### src/rtl/fifo_2regs_arbiter_if.sv
// Bundle of the requester-side and consumer-side handshakes of
// fifo_2regs_arbiter.
//   req_valid/req_data/req_ready : NUM_REQ requesters, word i in req_data[i*WIDTH +: WIDTH]
//   out_valid/out_ready/out_data : single consumer stream
//   out_src                      : requester index of the head word
//   occupancy                    : entries held, 0..2
// slave  = arbiter side, master = requesters + consumer side.
interface fifo_2regs_arbiter_if #(
  parameter int NUM_REQ = 4,
  parameter int WIDTH   = 16
);
  localparam int SRC_BITS = (NUM_REQ > 1) ? $clog2(NUM_REQ) : 1;

  logic [NUM_REQ-1:0]       req_valid;
  logic [NUM_REQ*WIDTH-1:0] req_data;
  logic [NUM_REQ-1:0]       req_ready;
  logic                     out_valid;
  logic                     out_ready;
  logic [WIDTH-1:0]         out_data;
  logic [SRC_BITS-1:0]      out_src;
  logic [1:0]               occupancy;

  modport master (
    output req_valid, req_data, out_ready,
    input  req_ready, out_valid, out_data, out_src, occupancy
  );

  modport slave (
    input  req_valid, req_data, out_ready,
    output req_ready, out_valid, out_data, out_src, occupancy
  );
endinterface

### src/rtl/fifo_2regs_arbiter.sv
// Round-robin arbiter feeding a two-register FIFO (head/tail), each entry
// tagged with the index of the requester that supplied it.
// Ports:
//   clk   : system clock, rising edge
//   rst_n : asynchronous active-low reset
//   srst  : synchronous clear, active high
//   bus   : fifo_2regs_arbiter_if.slave (requester and consumer handshakes)
// Grant search starts at ptr and wraps; ptr advances past each winner.
// A push into a full buffer is allowed in the same cycle as a pop.
module fifo_2regs_arbiter #(
  parameter int NUM_REQ = 4,
  parameter int WIDTH   = 16
) (
  input  logic                 clk,
  input  logic                 rst_n,
  input  logic                 srst,
  fifo_2regs_arbiter_if.slave  bus
);
  localparam int SRC_BITS = (NUM_REQ > 1) ? $clog2(NUM_REQ) : 1;
  localparam int ENTRY_W  = WIDTH + SRC_BITS;
  localparam int unsigned NR = NUM_REQ;

  logic [1:0]          occ_q;
  logic [SRC_BITS-1:0] ptr_q;
  logic [ENTRY_W-1:0]  head_q;
  logic [ENTRY_W-1:0]  tail_q;

  logic                pop;
  logic                push;
  logic                space;
  logic                found;
  logic [SRC_BITS-1:0] winner;
  logic [SRC_BITS-1:0] next_ptr;
  logic [NUM_REQ-1:0]  grant;
  logic [WIDTH-1:0]    win_data;
  logic [ENTRY_W-1:0]  new_entry;

  assign pop   = (occ_q != 2'd0) && bus.out_ready;
  assign space = (occ_q != 2'd2) || pop;
  assign push  = |grant;

  // Rotating priority search: first valid requester at or after ptr.
  always_comb begin
    found  = 1'b0;
    winner = '0;
    for (int unsigned k = 0; k < NR; k++) begin
      int unsigned idx;
      logic [SRC_BITS-1:0] sel;
      idx = 32'(ptr_q) + k;
      if (idx >= NR) idx = idx - NR;
      sel = SRC_BITS'(idx);
      if (!found && bus.req_valid[sel]) begin
        found  = 1'b1;
        winner = sel;
      end
    end
  end

  // Grants are suppressed during either reset so nothing is lost.
  always_comb begin
    grant = '0;
    if (found && space && rst_n && !srst) grant[winner] = 1'b1;
  end

  always_comb begin
    win_data = '0;
    for (int unsigned k = 0; k < NR; k++) begin
      if (SRC_BITS'(k) == winner) win_data = bus.req_data[k*WIDTH +: WIDTH];
    end
  end

  assign next_ptr  = (winner == SRC_BITS'(NR - 1)) ? '0 : winner + 1'b1;
  assign new_entry = {winner, win_data};

  always_ff @(posedge clk or negedge rst_n) begin
    if (!rst_n) begin
      occ_q <= '0;
      ptr_q <= '0;
    end else if (srst) begin
      occ_q <= '0;
      ptr_q <= '0;
    end else begin
      if (push) ptr_q <= next_ptr;
      if (push && !pop)      occ_q <= occ_q + 2'd1;
      else if (pop && !push) occ_q <= occ_q - 2'd1;
    end
  end

  // Payload registers are not reset; occupancy alone defines validity.
  always_ff @(posedge clk) begin
    if (push && (occ_q == 2'd0 || (occ_q == 2'd1 && pop))) begin
      head_q <= new_entry;
    end else if (push && occ_q == 2'd1) begin
      tail_q <= new_entry;
    end else if (push && occ_q == 2'd2) begin
      head_q <= tail_q;
      tail_q <= new_entry;
    end else if (pop && occ_q == 2'd2) begin
      head_q <= tail_q;
    end
  end

  assign bus.req_ready = grant;
  assign bus.out_valid = (occ_q != 2'd0);
  assign bus.out_data  = head_q[WIDTH-1:0];
  assign bus.out_src   = head_q[ENTRY_W-1:WIDTH];
  assign bus.occupancy = occ_q;
endmodule

### src/flat_wrapper.sv
// flat-port wrapper written by rule: the top's interface ports become plain ports
module fifo_2regs_arbiter_flat 
#(
  parameter int NUM_REQ = 4,
  parameter int WIDTH   = 16
)
  (clk, rst_n, srst, bus_req_valid, bus_req_data, bus_out_ready, bus_req_ready, bus_out_valid, bus_out_data, bus_out_src, bus_occupancy);
  fifo_2regs_arbiter_if #(.NUM_REQ(NUM_REQ), .WIDTH(WIDTH)) bus_i ();
  input  logic clk;
  input  logic rst_n;
  input  logic srst;
  input wire logic [$bits(bus_i.req_valid)-1:0] bus_req_valid;
  input wire logic [$bits(bus_i.req_data)-1:0] bus_req_data;
  input wire logic [$bits(bus_i.out_ready)-1:0] bus_out_ready;
  output wire logic [$bits(bus_i.req_ready)-1:0] bus_req_ready;
  output wire logic [$bits(bus_i.out_valid)-1:0] bus_out_valid;
  output wire logic [$bits(bus_i.out_data)-1:0] bus_out_data;
  output wire logic [$bits(bus_i.out_src)-1:0] bus_out_src;
  output wire logic [$bits(bus_i.occupancy)-1:0] bus_occupancy;
  assign bus_i.req_valid = bus_req_valid;
  assign bus_i.req_data = bus_req_data;
  assign bus_i.out_ready = bus_out_ready;
  assign bus_req_ready = bus_i.req_ready;
  assign bus_out_valid = bus_i.out_valid;
  assign bus_out_data = bus_i.out_data;
  assign bus_out_src = bus_i.out_src;
  assign bus_occupancy = bus_i.occupancy;
  fifo_2regs_arbiter #(.NUM_REQ(NUM_REQ), .WIDTH(WIDTH)) u_core (.clk(clk), .rst_n(rst_n), .srst(srst), .bus(bus_i));
endmodule
### config.mk
export PLATFORM = sky130hd
export DESIGN_NAME = fifo_2regs_arbiter_flat
export DESIGN_NICKNAME = d
export VERILOG_FILES = /design/src/rtl/fifo_2regs_arbiter_if.sv /design/src/rtl/fifo_2regs_arbiter.sv /design/src/flat_wrapper.sv
export SDC_FILE = /design/constraint.sdc
export NUM_CORES = 1
export LEC_CHECK = 0
export CORE_MARGIN = 2
export CORE_UTILIZATION = 35
export CTS_BUF_LIST = sky130_fd_sc_hd__clkbuf_4 sky130_fd_sc_hd__clkbuf_8
export DETAILED_ROUTE_END_ITERATION = 8
export PLACE_DENSITY = 0.64
export SLEW_MARGIN = 20
export SYNTH_ARGS = -nofsm -noshare
export SYNTH_HDL_FRONTEND = slang
export SYNTH_SLANG_ARGS = --single-unit
### constraint.sdc
create_clock -name clk -period 5.35 [get_ports clk]
set_clock_uncertainty 0.15 [all_clocks]
set_input_delay 0.535 -clock clk [delete_from_list [all_inputs] [get_ports clk]]
set_output_delay 0.535 -clock clk [all_outputs]
set_load 0.01 [all_outputs]
; Word-level counts from Yosys, hierarchy flattened
; Cells that the tools add are included.
[word_totals]
regBits = 40
latch_bits = 0
ramBits = 0
mem_bits_ro = 0
in_bits = 72
out_inout_bits = 25
word_cells = 105
memories = 0
[classes]
addsub = 10
mul = 0
n_div = 0
order_cmp = 10
eq_ne = 8
shift = 0
mux = 39
bitwise = 1
n_reduce_logical = 33
[op_table]
columns = operator, n
row1 = 2-to-1 mux 18 bit, 6
row2 = 2-to-1 mux 16 bit, 4
row3 = 2-to-1 mux 2 bit, 14
row4 = logical AND 1 bit, 15
row5 = "less-than comparator 2 x 3 -> 1 bit, second input constant", 5
row6 = "subtractor 2 x 1 -> 2 bit, second input constant", 5
row7 = "greater-or-equal comparator 3 bit, second input constant", 3
row8 = 2-to-1 mux 1 bit, 9
row9 = binary-select mux 1 bit (select 2 bit), 4
row10 = "adder 2 x 2 -> 3 bit, second input constant", 2
row11 = zero test 1 bit, 6
row12 = nonzero test 2 bit, 3
row13 = nonzero test 3 bit, 2
row14 = "adder 2 x 1 -> 2 bit, second input constant", 2
row15 = "== test 2 bit, first input constant", 2
row16 = "== test 2 bit, second input constant", 2
row17 = zero test 2 bit, 2
row18 = 2-to-1 mux 4 bit, 1
row19 = AND reduction 2 bit, 2
row20 = OR reduction 4 bit, 1
row21 = "adder 2 x 1 -> 3 bit, second input constant", 1
row22 = "greater-or-equal comparator 2 x 3 -> 1 bit, second input constant", 1
row23 = demux 1 bit (select 2 bit), 1
row24 = "== test 1 x 2 -> 1 bit, first input constant", 1
row25 = 6 further kinds, 7

; Depth between registers and ports, before layout
; Gate-level depths: netlist of the first run.
[logic_depth]
word_depth = 25
mapped_depth = 11
mapped_depth_nobuf = 9

; Worst setup path before layout of the first run
; Ideal clock, no wire load.
[synth_timing]
kind = in2reg
start = in bus_req_valid[1]
end = reg u_core.tail_q[0], enable pin
setup_time_ns = 0.416
t_arrival_ns = 3.260
t_required_ns = 4.784
setup_slack_ns = 1.524
stages = 7
n_path_buf = 1
path_cell_list = or3_1 a31oi_1 ha_1 buf_4 nor4_2 or3_4 nor3_1
[synth_via]
elab_chain_cells = 21
word_cells_on_any_way = 38
classes_between = 2 x order compare / 19 x mux / 1 x bitwise / 16 x reduce/logical
[synth_rtl]
columns = item, line
row1 = "start, declared", flat_wrapper.sv:12  ; input wire logic [$bits(bus_i.req_valid)-1:0] bus_req_valid;
row2 = binary-select mux 1 bit (select 2 bit), fifo_2regs_arbiter.sv:52  ; if (!found && bus.req_valid[sel]) begin
row3 = 2-to-1 mux 1 bit (not written as such), fifo_2regs_arbiter.sv:52
row4 = 2-to-1 mux 1 bit, fifo_2regs_arbiter.sv:52
row5 = zero test 1 bit, fifo_2regs_arbiter.sv:52
row6 = logical AND 1 bit, fifo_2regs_arbiter.sv:52
row7 = 2-to-1 mux 1 bit, fifo_2regs_arbiter.sv:52
row8 = zero test 1 bit, fifo_2regs_arbiter.sv:52
row9 = logical AND 1 bit, fifo_2regs_arbiter.sv:52
row10 = [... 4 more ...], --
row11 = net u_core.winner[1], fifo_2regs_arbiter.sv:32  ; logic [SRC_BITS-1:0] winner;
row12 = [... 1 more ...], --
row13 = logical AND 1 bit (not written as such), fifo_2regs_arbiter.sv:62  ; if (found && space && rst_n && !srst) grant[winner] = 1'b1;
row14 = 2-to-1 mux 1 bit (not written as such), fifo_2regs_arbiter.sv:62
row15 = demux 1 bit (select 2 bit) *, --
row16 = 2-to-1 mux 4 bit *, fifo_2regs_arbiter.sv:62
row17 = OR reduction 4 bit *, fifo_2regs_arbiter.sv:40  ; assign push = |grant;
row18 = logical AND 1 bit (on tied branches), "fifo_2regs_arbiter.sv:95, fifo_2regs_arbiter.sv:91, fifo_2regs_arbiter.sv:93"
row19 = nonzero test 2 bit (no line) or inverter 1 bit (tied branches), --
row20 = AND reduction 2 bit (no line) *, --
row21 = "end signal, assigned", fifo_2regs_arbiter.sv:94  ; tail_q <= new_entry;
row22 = "end signal, assigned", fifo_2regs_arbiter.sv:97  ; tail_q <= new_entry;
row23 = "end, declared", fifo_2regs_arbiter.sv:26  ; logic [ENTRY_W-1:0] tail_q;
; Mark *: on every way through the listed nets, which the timed path passes. The rest lies on a longest branch. The select of a mux whose other input is x is not followed.
; A chain may end at the register's enable or synchronous reset.

; Worst setup path in the final report of the first run
[layout_timing]
start = in bus_req_valid[3]
end = reg u_core.head_q[17] (data pin)
[layout_via]
elab_chain_cells = 22
word_cells_on_any_way = 37
classes_between = 2 x order compare / 22 x mux / 13 x reduce/logical
[layout_rtl]
columns = item, line
row1 = binary-select mux 1 bit (select 2 bit), fifo_2regs_arbiter.sv:52
row2 = 2-to-1 mux 1 bit (not written as such), fifo_2regs_arbiter.sv:52
row3 = 2-to-1 mux 1 bit, fifo_2regs_arbiter.sv:52
row4 = zero test 1 bit, fifo_2regs_arbiter.sv:52
row5 = logical AND 1 bit, fifo_2regs_arbiter.sv:52
row6 = 2-to-1 mux 1 bit, fifo_2regs_arbiter.sv:52
row7 = zero test 1 bit, fifo_2regs_arbiter.sv:52
row8 = logical AND 1 bit, fifo_2regs_arbiter.sv:52
row9 = [... 4 more ...], --
row10 = net u_core.winner[0], fifo_2regs_arbiter.sv:32
row11 = [... 2 more ...], --
row12 = 2-to-1 mux 1 bit (not written as such), fifo_2regs_arbiter.sv:62
row13 = demux 1 bit (select 2 bit) *, --
row14 = 2-to-1 mux 4 bit *, fifo_2regs_arbiter.sv:62
row15 = OR reduction 4 bit *, fifo_2regs_arbiter.sv:40
row16 = logical AND 1 bit, fifo_2regs_arbiter.sv:95  ; end else if (push && occ_q == 2'd2) begin
row17 = 2-to-1 mux 18 bit, fifo_2regs_arbiter.sv:95
row18 = 2-to-1 mux 18 bit, fifo_2regs_arbiter.sv:93  ; end else if (push && occ_q == 2'd1) begin
row19 = 2-to-1 mux 18 bit *, fifo_2regs_arbiter.sv:91  ; if (push && (occ_q == 2'd0 || (occ_q == 2'd1 && pop))) begin
row20 = "end signal, assigned", fifo_2regs_arbiter.sv:92  ; head_q <= new_entry;
row21 = "end signal, assigned", fifo_2regs_arbiter.sv:96  ; head_q <= tail_q;
row22 = "end signal, assigned", fifo_2regs_arbiter.sv:99  ; head_q <= tail_q;
row23 = "end, declared", fifo_2regs_arbiter.sv:25  ; logic [ENTRY_W-1:0] head_q;
; Marks and branches as above.

==> results of run 1 <==
-- power by group --
group          switching [W]  internal (W)  total, W  leakage (nW)
registers          0.0000184      0.000401  0.000419         0.382
logic               0.000244      0.000238  0.000483         0.936
clock network       0.000102      0.000138  0.000240        0.0541
-- layout make-up --
class | count | area [µm²] | share of cell area
Sequential cell | 40 | 1180 | 0.329
Clock buffer | 5 | 68.8 | 0.0192
Tap cell | 96 | 120 | 0.0335
Multi-Input combinational cell | 152 | 1090 | 0.305
Clock inverter | 3 | 42.5 | 0.0119
Inverter | 24 | 90.1 | 0.0251
Timing Repair Buffer | 100 | 991 | 0.276
-- cell usage after synthesis --
cell type / number
mux2_2: 8
or3_4: 1
nand2_1: 21
or2_2: 1
nor4_2: 2
o22ai_1: 1
buf_4: 3
buf_1: 1
o21ai_0: 18
xnor2_1: 2
or3_1: 2
buf_6: 1
a21oi_1: 35
buf_2: 1
nand2b_4: 1
and2_1: 5
a2111o_1: 1
nor4_1: 1
edfxtp_1: 36
nor2_1: 5
clkbuf_1: 8
nor2b_1: 1
nand3_1: 1
ha_1: 7
inv_1: 24
a211oi_1: 2
mux2_4: 9
nor3_1: 2
a21oi_4: 1
dfrtp_1: 4
a22o_1: 16
a31oi_1: 1
nand2b_1: 2
and3_1: 1
mux2i_1: 3
a311oi_1: 1
a221oi_1: 1
buf_12: 1
-- registers in the layout (all words and copies together), names as in the netlist --
register	flops
u_core.head_q	18
u_core.tail_q	18
u_core.bus.occupancy	2
u_core.ptr_q	2
-- layer usage --
layer	up-vias	GRT usage	share of wire
met1	929	0.197	0.46
li1	1019	-	-
met5	-	0	0
met2	86	0.249	0.45
met4	0	0.0545	0.020
met3	11	0.0349	0.074
-- worst min-delay path by stage --
stage / to / cells after the start
6_report: u_core.ptr_q[0] / 1
5_1_grt: u_core.bus.occupancy[0] / 1
4_1_cts: u_core.ptr_q[0] / 1
3_5_place_dp: u_core.head_q[11] / 1
3_3_place_gp: u_core.head_q[3] / 1
2_1_floorplan: u_core.bus.occupancy[0] / 0
-- logic make-up (layout without fill, tap and decap cells) --
logic type      after synthesis  in the layout  share of synthesized area
mux                          20             20                      0.104
simple gates                 46             46                     0.0997
flops                        40             40                      0.483
fa+ha+maj                     7              7                     0.0358
buf+inv                      39            132                     0.0747
xor+xnor                      2              2                    0.00716
compound gates               77             77                      0.195
-- through the flow --
step	area [µm²]	setup slack, ns	power [W]	hold WS (ns)
after CTS	3590	1.40	0.00115	0.338
after detailed placement	3480	1.10	0.000908	0.386
after floorplan	2450	1.52	0.000722	0.0894
final	3590	1.40	0.00114	0.341
after global routing	3590	1.18	0.00121	0.349
after global placement	3480	1.15	0.000905	0.378
-- worst max-delay path, cell delays in order --
cell and delay [ns]:
clkdlybuf4s50_1 0.56, mux2i_1 0.09, and2_1 0.17, or3_1 0.41, inv_1 0.12, ha_1 0.15, buf_4 0.30, nor4_2 0.11
or3_4 0.40, a21oi_4 0.56, mux2_2 0.41
==> impl_metrics.csv, run 1 <==
group,metric,value,unit
drt,ant_nets,0,
yosys,netlist.top_cell.by_area,"edfxtp_1",
run,maxCapViolations,0,
critical_path,cp-endpoint,"u_core.head_q[17]",
yosys,synth_area_leaders,"edfxtp_1, a21oi_1, a22o_1, mux2_4, dfrtp_1",
yosys,ys_seq_area_frac,0.483,
drt,via_per_inst,4.87,
floorplan,die_w,87.6,µm
cts,cts_resized,0,
yosys,synth_nets,310,
sta,rsz0062_at_grt,"false",
placement,place_inst,412,
layout,mostFrequentLayoutCells,"clkdlybuf4s50_1, edfxtp_1, a21oi_1",
sta,relSlewSlack,0.370,
placement,gp_congestion,0.764,
layout,final_nets,402,
sta,finalCritPeriodShare,0.738,
cts,clk_pin_slew,0.08,ns
power_and_ir_drop,peakVddDrop,171,µV
power_and_ir_drop,p_per_area,318,nW/µm²
outcome,status,"finished clean",
drt,routed_wl,6000,µm
critical_path,r2r_slack,1.73,ns
critical_path,crit_fanout,34,
yosys,yosys_warnings,0,
drt,vias,2045,
sta,finalMaxSlewViolations,0,
cts,cts_buffer_depth,2,
yosys,syn_avg_cell_area,10.6,µm²
floorplan,num_rows,30,
yosys,netlist_instances,231,
placement,detailedPlacementHpwl,4330,µm
floorplan,start_util,0.360,
yosys,netlist_area,2450,µm²
critical_path,rr_worst_depth,10,
floorplan,core_area,6790,µm²
yosys,synth.distinct_cells,38,
global_routing,grt-ovfl-total,0,
cts,tritoncts,"done",
drt,drc,0,
layout,drive_gt1_frac,0.114,
critical_path,path_class,"primary input to flop",
sta,final-setup-viol-count,0,
cts,worst_skew_pair.late_latency,0.29,ns
cts,cts.sinks,40,
cts,hold_buffers,0,
floorplan,die_area,7670,µm²
yosys,synth_top_area_share,0.442,
drt,dr.first_iter.drc_count,95,
floorplan,die_h,87.6,µm
global_routing,antenna_found_initial,0,
layout,layout.cells.non_filler,420,
layout,final_util,0.528,
placement,port-buffer-count,96,
critical_path,crit_path_start,"bus_req_valid[3]",
layout,fillerInstances,607,
critical_path,r2r_end,"u_core.head_q[17]",
cts,post_cts_buffers,0,
layout,area_growth,46.6,%
global_routing,grt_pass1_wl,9100,µm
yosys,ys_seq_elements,40,
sta,min_period,3.95,ns
sta,setup_tns,0,ns
sta,fmax,253,MHz
floorplan,design.portCount,97,
global_routing,grt_max_degree,35,
critical_path,cp-start-kind,"primary input",
layout,antenna-diode-count,0,
cts,htreeDepth,2,
worst_hold_path,hp-class,"primary input to async pin",
sta,hold_violations,0,
power_and_ir_drop,p_leak,1.37,nW
global_routing,grtUsageTotal,0.152,
drt,wl_per_cell,14.3,µm
layout,layout_commonest_cell,"clkdlybuf4s50_1",
cts,cts_buffers,5,
critical_path,arrival,3.83,ns
sta,worst_slew_pin_slew,0.944,ns
critical_path,worstPathRequired,5.24,ns
critical_path,end_kind,"flop",
cts,clock-root-buffer,"clkbuf_8",
drt,drt_pass1_iterations,4,
critical_path,regToRegStartpoint,"u_core.ptr_q[1]",
global_routing,grt_pass1_vias,1956,
(Power assumes the default switching activity.)
==> run 2, diff against run 1 <==
--- a/config.mk
+++ b/config.mk
@@ -9,7 +9,7 @@
 export CORE_UTILIZATION = 35
 export CTS_BUF_LIST = sky130_fd_sc_hd__clkbuf_4 sky130_fd_sc_hd__clkbuf_8
 export DETAILED_ROUTE_END_ITERATION = 8
-export PLACE_DENSITY = 0.64
+export PLACE_DENSITY = 0.66
 export SLEW_MARGIN = 20
 export SYNTH_ARGS = -nofsm -noshare
 export SYNTH_HDL_FRONTEND = slang
==> constraint.sdc (replaced) <==
create_clock -name clk -period 3.25 [get_ports clk]
set_clock_uncertainty 0.15 [all_clocks]
set_input_delay 0.325 -clock clk [delete_from_list [all_inputs] [get_ports clk]]
set_output_delay 0.325 -clock clk [all_outputs]
set_load 0.01 [all_outputs]
==> run 2 against run 1 <==
Net effect: sequential share of layout area decreased by 1.2 points; routed wire length is 3.8% higher; flip-flop and latch count is the same; clock-buffer cell count is the same; core utilization is 2.1 points higher; clock power rose by 67%; critical path depth down 2; power grew 71%; via count increased by 0.24%; critical path type is now primary input to primary output.
==> impl_metrics.csv, run 2 (synthesized netlist as in run 1, its figures left out) <==
group,metric,value,unit
sta,finalMaxSlewViolations,0,
layout,antenna-diode-count,0,
power_and_ir_drop,p_total,0.00195,W
floorplan,start_util,0.360,
layout,mostFrequentLayoutCells,"clkdlybuf4s50_1, edfxtp_1, a21oi_1",
critical_path,end_kind,"primary output",
sta,relSlewSlack,0.715,
layout,area_growth,52.6,%
layout,top_regs,"u_core.head_q x18, u_core.tail_q x18",
layout,layout_commonest_cell,"clkdlybuf4s50_1",
placement,port-buffer-count,96,
global_routing,grt-ovfl-total,0,
global_routing,grtUsageTotal,0.167,
cts,tritoncts,"done",
critical_path,path_class,"primary input to primary output",
sta,rsz0062_at_grt,"false",
power_and_ir_drop,peakVddDrop,432,µV
sta,final-setup-viol-count,0,
layout,fillerInstances,595,
drt,drc,0,
placement,gp_congestion,0.779,
sta,min_period,3.10,ns
floorplan,core_area,6790,µm²
drt,wl_per_cell,14.5,µm
drt,drt_pass1_iterations,4,
layout,drive_gt1_frac,0.152,
global_routing,antenna_found_initial,0,
sta,worst_slew_pin_slew,0.424,ns
drt,routed_wl,6240,µm
outcome,status,"finished clean",
placement,detailedPlacementHpwl,4570,µm
layout,final_nets,413,
drt,vias,2050,
sta,hold_violations,0,
cts,htreeDepth,2,
floorplan,design.portCount,97,
run,maxCapViolations,0,
sta,fmax,322,MHz
critical_path,cp-start-kind,"primary input",
floorplan,die_w,87.6,µm
sta,finalCritPeriodShare,0.955,
cts,worst_skew_pair.late_latency,0.29,ns
floorplan,die_area,7670,µm²
drt,via_per_inst,4.76,
drt,dr.first_iter.drc_count,140,
floorplan,die_h,87.6,µm
global_routing,grt_max_degree,34,
cts,cts_buffers,5,
floorplan,num_rows,30,
critical_path,worstPathRequired,2.77,ns
worst_hold_path,hp-class,"primary input to async pin",
drt,ant_nets,0,
cts,cts_buffer_depth,2,
cts,clk_pin_slew,0.08,ns
cts,hold_buffers,0,
critical_path,r2r_slack,0.29,ns
cts,clock-root-buffer,"clkbuf_8",
critical_path,arrival,2.63,ns
sta,setup_tns,0,ns
critical_path,crit_fanout,33,
global_routing,grt_pass1_wl,9900,µm
cts,cts.sinks,40,
power_and_ir_drop,p_leak,1.44,nW
power_and_ir_drop,p_per_area,522,nW/µm²
global_routing,grt_pass1_vias,2016,
-- run 2: cell types whose count changed in the layout (fill, tap and decap cells not counted), sizes merged --
cell  previous run  this run
buf              4        15
-- run 2: path summary, 6_finish.rpt --
| kind | start | cells after the start | endpoint |
|---|---|---|---|
| worst max register to register | u_core.ptr_q[1] | 10 | u_core.head_q[4] |
| min in group clk | u_core.tail_q[15] | 1 | u_core.head_q[15] |
| max in group asynchronous | rst_n | 1 | u_core.ptr_q[1] |
| worst min register to register | u_core.tail_q[15] | 1 | u_core.head_q[15] |
| worst max-delay path | bus_req_valid[3] | 9 | bus_req_ready[1] |
| worst min-delay path | rst_n | 1 | u_core.bus.occupancy[0] |
-- run 2: routing by layer --
layer	vias up	part of all wire	GRT usage	routed length (µm)
met1	952	0.46	0.231	2900
met4	0	0.0050	0.0378	31
met2	57	0.48	0.269	2980
li1	1037	-	-	-
met3	4	0.051	0.0386	321
met5	-	0	0	0
-- run 2: critical path, stage by stage --
cell	delay (ns)
clkdlybuf4s50_1	0.48
mux2i_1	0.07
and2_1	0.17
or3_4	0.39
inv_1	0.11
ha_2	0.23
buf_12	0.18
and2_1	0.14
clkdlybuf4s50_1	0.53
-- run 2: per-stage QoR --
step | hold WS, ns | setup WS, ns | cells | utilization | cell area (µm²)
2_1_floorplan | -0.121 | 0.0651 | 231 | - | 2460
3_3_place_gp | 0.376 | 0.0199 | 423 | 0.529 | 3600
3_5_place_dp | 0.383 | -0.0700 | 423 | 0.529 | 3600
4_1_cts | 0.118 | 0.0197 | 431 | 0.546 | 3710
5_1_grt | 0.121 | 0.0368 | 431 | 0.549 | 3730
6_report | 0.116 | 0.146 | 431 | 0.549 | 3730
-- run 2: report_power, final --
part	total [W]	switching (W)	leakage (nW)	internal, W
Combinational	0.000860	0.000413	1.00	0.000446
Sequential	0.000688	0.0000293	0.381	0.000659
Clock	0.000400	0.000173	0.0541	0.000227
-- run 2: cell type report --
class / count / area (µm²) / area share
Clock buffer: 5 / 68.8 / 0.0184
Sequential cell: 40 / 1180 / 0.317
Timing Repair Buffer: 111 / 1130 / 0.302
Tap cell: 96 / 120 / 0.0322
Clock inverter: 3 / 42.5 / 0.0114
Multi-Input combinational cell: 152 / 1100 / 0.295
Inverter: 24 / 90.1 / 0.0241
-- run 2: repair_timing --
action,CTS,global route
resized for setup,1,6
setup endpoints to repair,1,2
buffers inserted,0,0
==> run 3, diff against run 2 <==
--- a/config.mk
+++ b/config.mk
@@ -9,6 +9,7 @@
 export CORE_UTILIZATION = 35
 export CTS_BUF_LIST = sky130_fd_sc_hd__clkbuf_4 sky130_fd_sc_hd__clkbuf_8
 export DETAILED_ROUTE_END_ITERATION = 8
+export MAX_ROUTING_LAYER = met4
 export PLACE_DENSITY = 0.66
 export SLEW_MARGIN = 20
 export SYNTH_ARGS = -nofsm -noshare
==> run 3 against run 2 <==
Net effect: sequential power hardly changed; non-clock buffer count stayed put; die area stayed put; critical path depth stayed put; combinational power hardly changed; register-to-register slack hardly changed; first-iteration DRC count is 5.7% higher; routed wire length is 0.27% lower; via count is 0.24% lower; design area stayed put; critical endpoint unchanged.
==> impl_metrics.csv, run 3 (synthesized netlist as in run 1, its figures left out) <==
group,metric,value,unit
critical_path,crit_family,"buffers and inverters",
layout,final_nets,413,
power_and_ir_drop,peakVddDrop,433,µV
placement,detailedPlacementHpwl,4570,µm
global_routing,antenna_found_initial,0,
placement,port-buffer-count,96,
global_routing,grt_pass1_wl,9910,µm
cts,cts.sinks,40,
global_routing,grtUsageTotal,0.173,
drt,via_per_inst,4.74,
power_and_ir_drop,switching_share,0.315,
cts,clk_pin_slew,0.08,ns
layout,mostFrequentLayoutCells,"clkdlybuf4s50_1, edfxtp_1, a21oi_1",
critical_path,cp.buffers_inverters,4,
power_and_ir_drop,p_total,0.00195,W
cts,tritoncts,"done",
layout,layout.cells.non_filler,431,
cts,hold_buffers,0,
placement,place_inst,423,
drt,ant_nets,0,
drt,vias,2045,
critical_path,end_kind,"primary output",
floorplan,die_h,87.6,µm
power_and_ir_drop,intPower,0.00133,W
sta,fmax,322,MHz
critical_path,path_cells,"clkdlybuf4s50_1 > mux2i_1 > and2_1 > or3_4 > inv_1 > ha_2 > buf_12 > and2_1 > clkdlybuf4s50_1",
sta,rsz0062_at_grt,"false",
critical_path,path_class,"primary input to primary output",
power_and_ir_drop,pwr-share-seq,0.353,
critical_path,worst_path_max_delay_cell,"clkdlybuf4s50_1",
drt,dr.first_iter.drc_count,148,
sta,relSlewSlack,0.709,
placement,gp_congestion,0.789,
layout,area_growth,52.6,%
layout,top_regs,"u_core.head_q x18, u_core.tail_q x18",
drt,drt_pass1_iterations,4,
drt,wl_per_cell,14.4,µm
power_and_ir_drop,clockPowerShare,0.206,
global_routing,grt-ovfl-total,0,
power_and_ir_drop,p_leak,1.44,nW
layout,layout_commonest_cell,"clkdlybuf4s50_1",
cts,cts_buffer_depth,2,
critical_path,crit_fanout,33,
floorplan,die_w,87.6,µm
cts,cts_buffers,5,
worst_hold_path,hp-class,"primary input to async pin",
power_and_ir_drop,pwr-share-comb,0.441,
critical_path,cp-start-kind,"primary input",
drt,routed_wl,6220,µm
cts,htreeDepth,2,
sta,final-setup-viol-count,0,
sta,worst_slew_pin_slew,0.434,ns
floorplan,start_util,0.360,
floorplan,die_area,7670,µm²
floorplan,core_area,6790,µm²
sta,finalMaxSlewViolations,0,
layout,antenna-diode-count,0,
outcome,status,"finished clean",
critical_path,cpPeakStageDelay,0.53,ns
floorplan,design.portCount,97,
cts,clock-root-buffer,"clkbuf_8",
sta,hold_violations,0,
critical_path,arrival,2.63,ns
drt,drc,0,
floorplan,num_rows,30,
sta,finalCritPeriodShare,0.955,
global_routing,grt_pass1_vias,2011,
critical_path,worstPathRequired,2.77,ns
run,maxCapViolations,0,
power_and_ir_drop,power.switching,0.000614,W
cts,worst_skew_pair.late_latency,0.29,ns
global_routing,grt_max_degree,34,
layout,drive_gt1_frac,0.152,
sta,min_period,3.10,ns
power_and_ir_drop,p_per_area,521,nW/µm²
-- run 3: cell counts in the layout (fill, tap and decap cells not counted) --
Identical to the previous run, type by type.
-- run 3: path summary, 6_finish.rpt --
check / startpoint / to / slack, ns / cells after the start
max in group asynchronous: rst_n / u_core.ptr_q[1] / 2.60 / 1
min reg2reg: u_core.tail_q[6] / u_core.head_q[6] / 0.40 / 1
min: rst_n / u_core.bus.occupancy[0] / 0.12 / 1
max: bus_req_valid[3] / bus_req_ready[1] / 0.15 / 9
max reg2reg: u_core.ptr_q[1] / u_core.head_q[4] / 0.29 / 10
min in group clk: u_core.tail_q[6] / u_core.head_q[6] / 0.40 / 1
-- run 3: cell type report --
type,instances,area (µm²)
inverters,24,90.1
clock inverters,3,42.5
fillers,595,3060
flip-flops and latches,40,1180
multi-input cells,152,1100
repair buffers,111,1130
clock buffers,5,68.8
well taps,96,120
-- run 3: per-stage QoR --
stage / cell area, µm² / setup TNS (ns) / hold slack, ns / setup slack, ns / utilization
2_1_floorplan: 2460 / 0 / -0.121 / 0.0651 / -
3_3_place_gp: 3600 / 0 / 0.376 / 0.0199 / 0.529
3_5_place_dp: 3600 / -0.742 / 0.383 / -0.0700 / 0.529
4_1_cts: 3710 / 0 / 0.118 / 0.0197 / 0.546
5_1_grt: 3730 / 0 / 0.121 / 0.0367 / 0.549
6_report: 3730 / 0 / 0.116 / 0.146 / 0.549
-- run 3: worst register-to-register path, delay by kind of cell (launching register included) --
| kind | cells | cell delay (ns) |
|---|---|---|
| AO/OA/AOI/OAI | 1 | 0.15 |
| adder cells (fa/ha/maj) | 1 | 0.23 |
| buffers and inverters | 2 | 0.30 |
| flip-flops | 1 | 0.44 |
| multiplexers | 2 | 0.47 |
| AND/OR/NAND/NOR | 4 | 0.97 |
-- run 3: power by group through the flow --
stage / clock network [W] / registers, W / logic, W
2_1_floorplan: 0 / 0.000719 / 0.000478
3_3_place_gp: 0 / 0.000697 / 0.000838
3_5_place_dp: 0 / 0.000700 / 0.000848
4_1_cts: 0.000407 / 0.000688 / 0.000859
5_1_grt: 0.000436 / 0.000693 / 0.000943
6_report: 0.000400 / 0.000687 / 0.000858
-- run 3: repair_timing --
| item | CTS | global route |
|---|---|---|
| setup buffers | 0 | 0 |
| gates resized for setup | 1 | 6 |
| endpoints found under the setup margin | 1 | 2 |
| hold endpoints to repair | 0 | 0 |
-- run 3: routing by layer --
| layer | track usage | wire (µm) | vias to the layer above |
|---|---|---|---|
| li1 | - | - | 1039 |
| met1 | 0.234 | 2880 | 939 |
| met2 | 0.267 | 2970 | 63 |
| met3 | 0.0377 | 332 | 4 |
| met4 | 0.0378 | 31 | 0 |
| met5 | - | 0 | - |
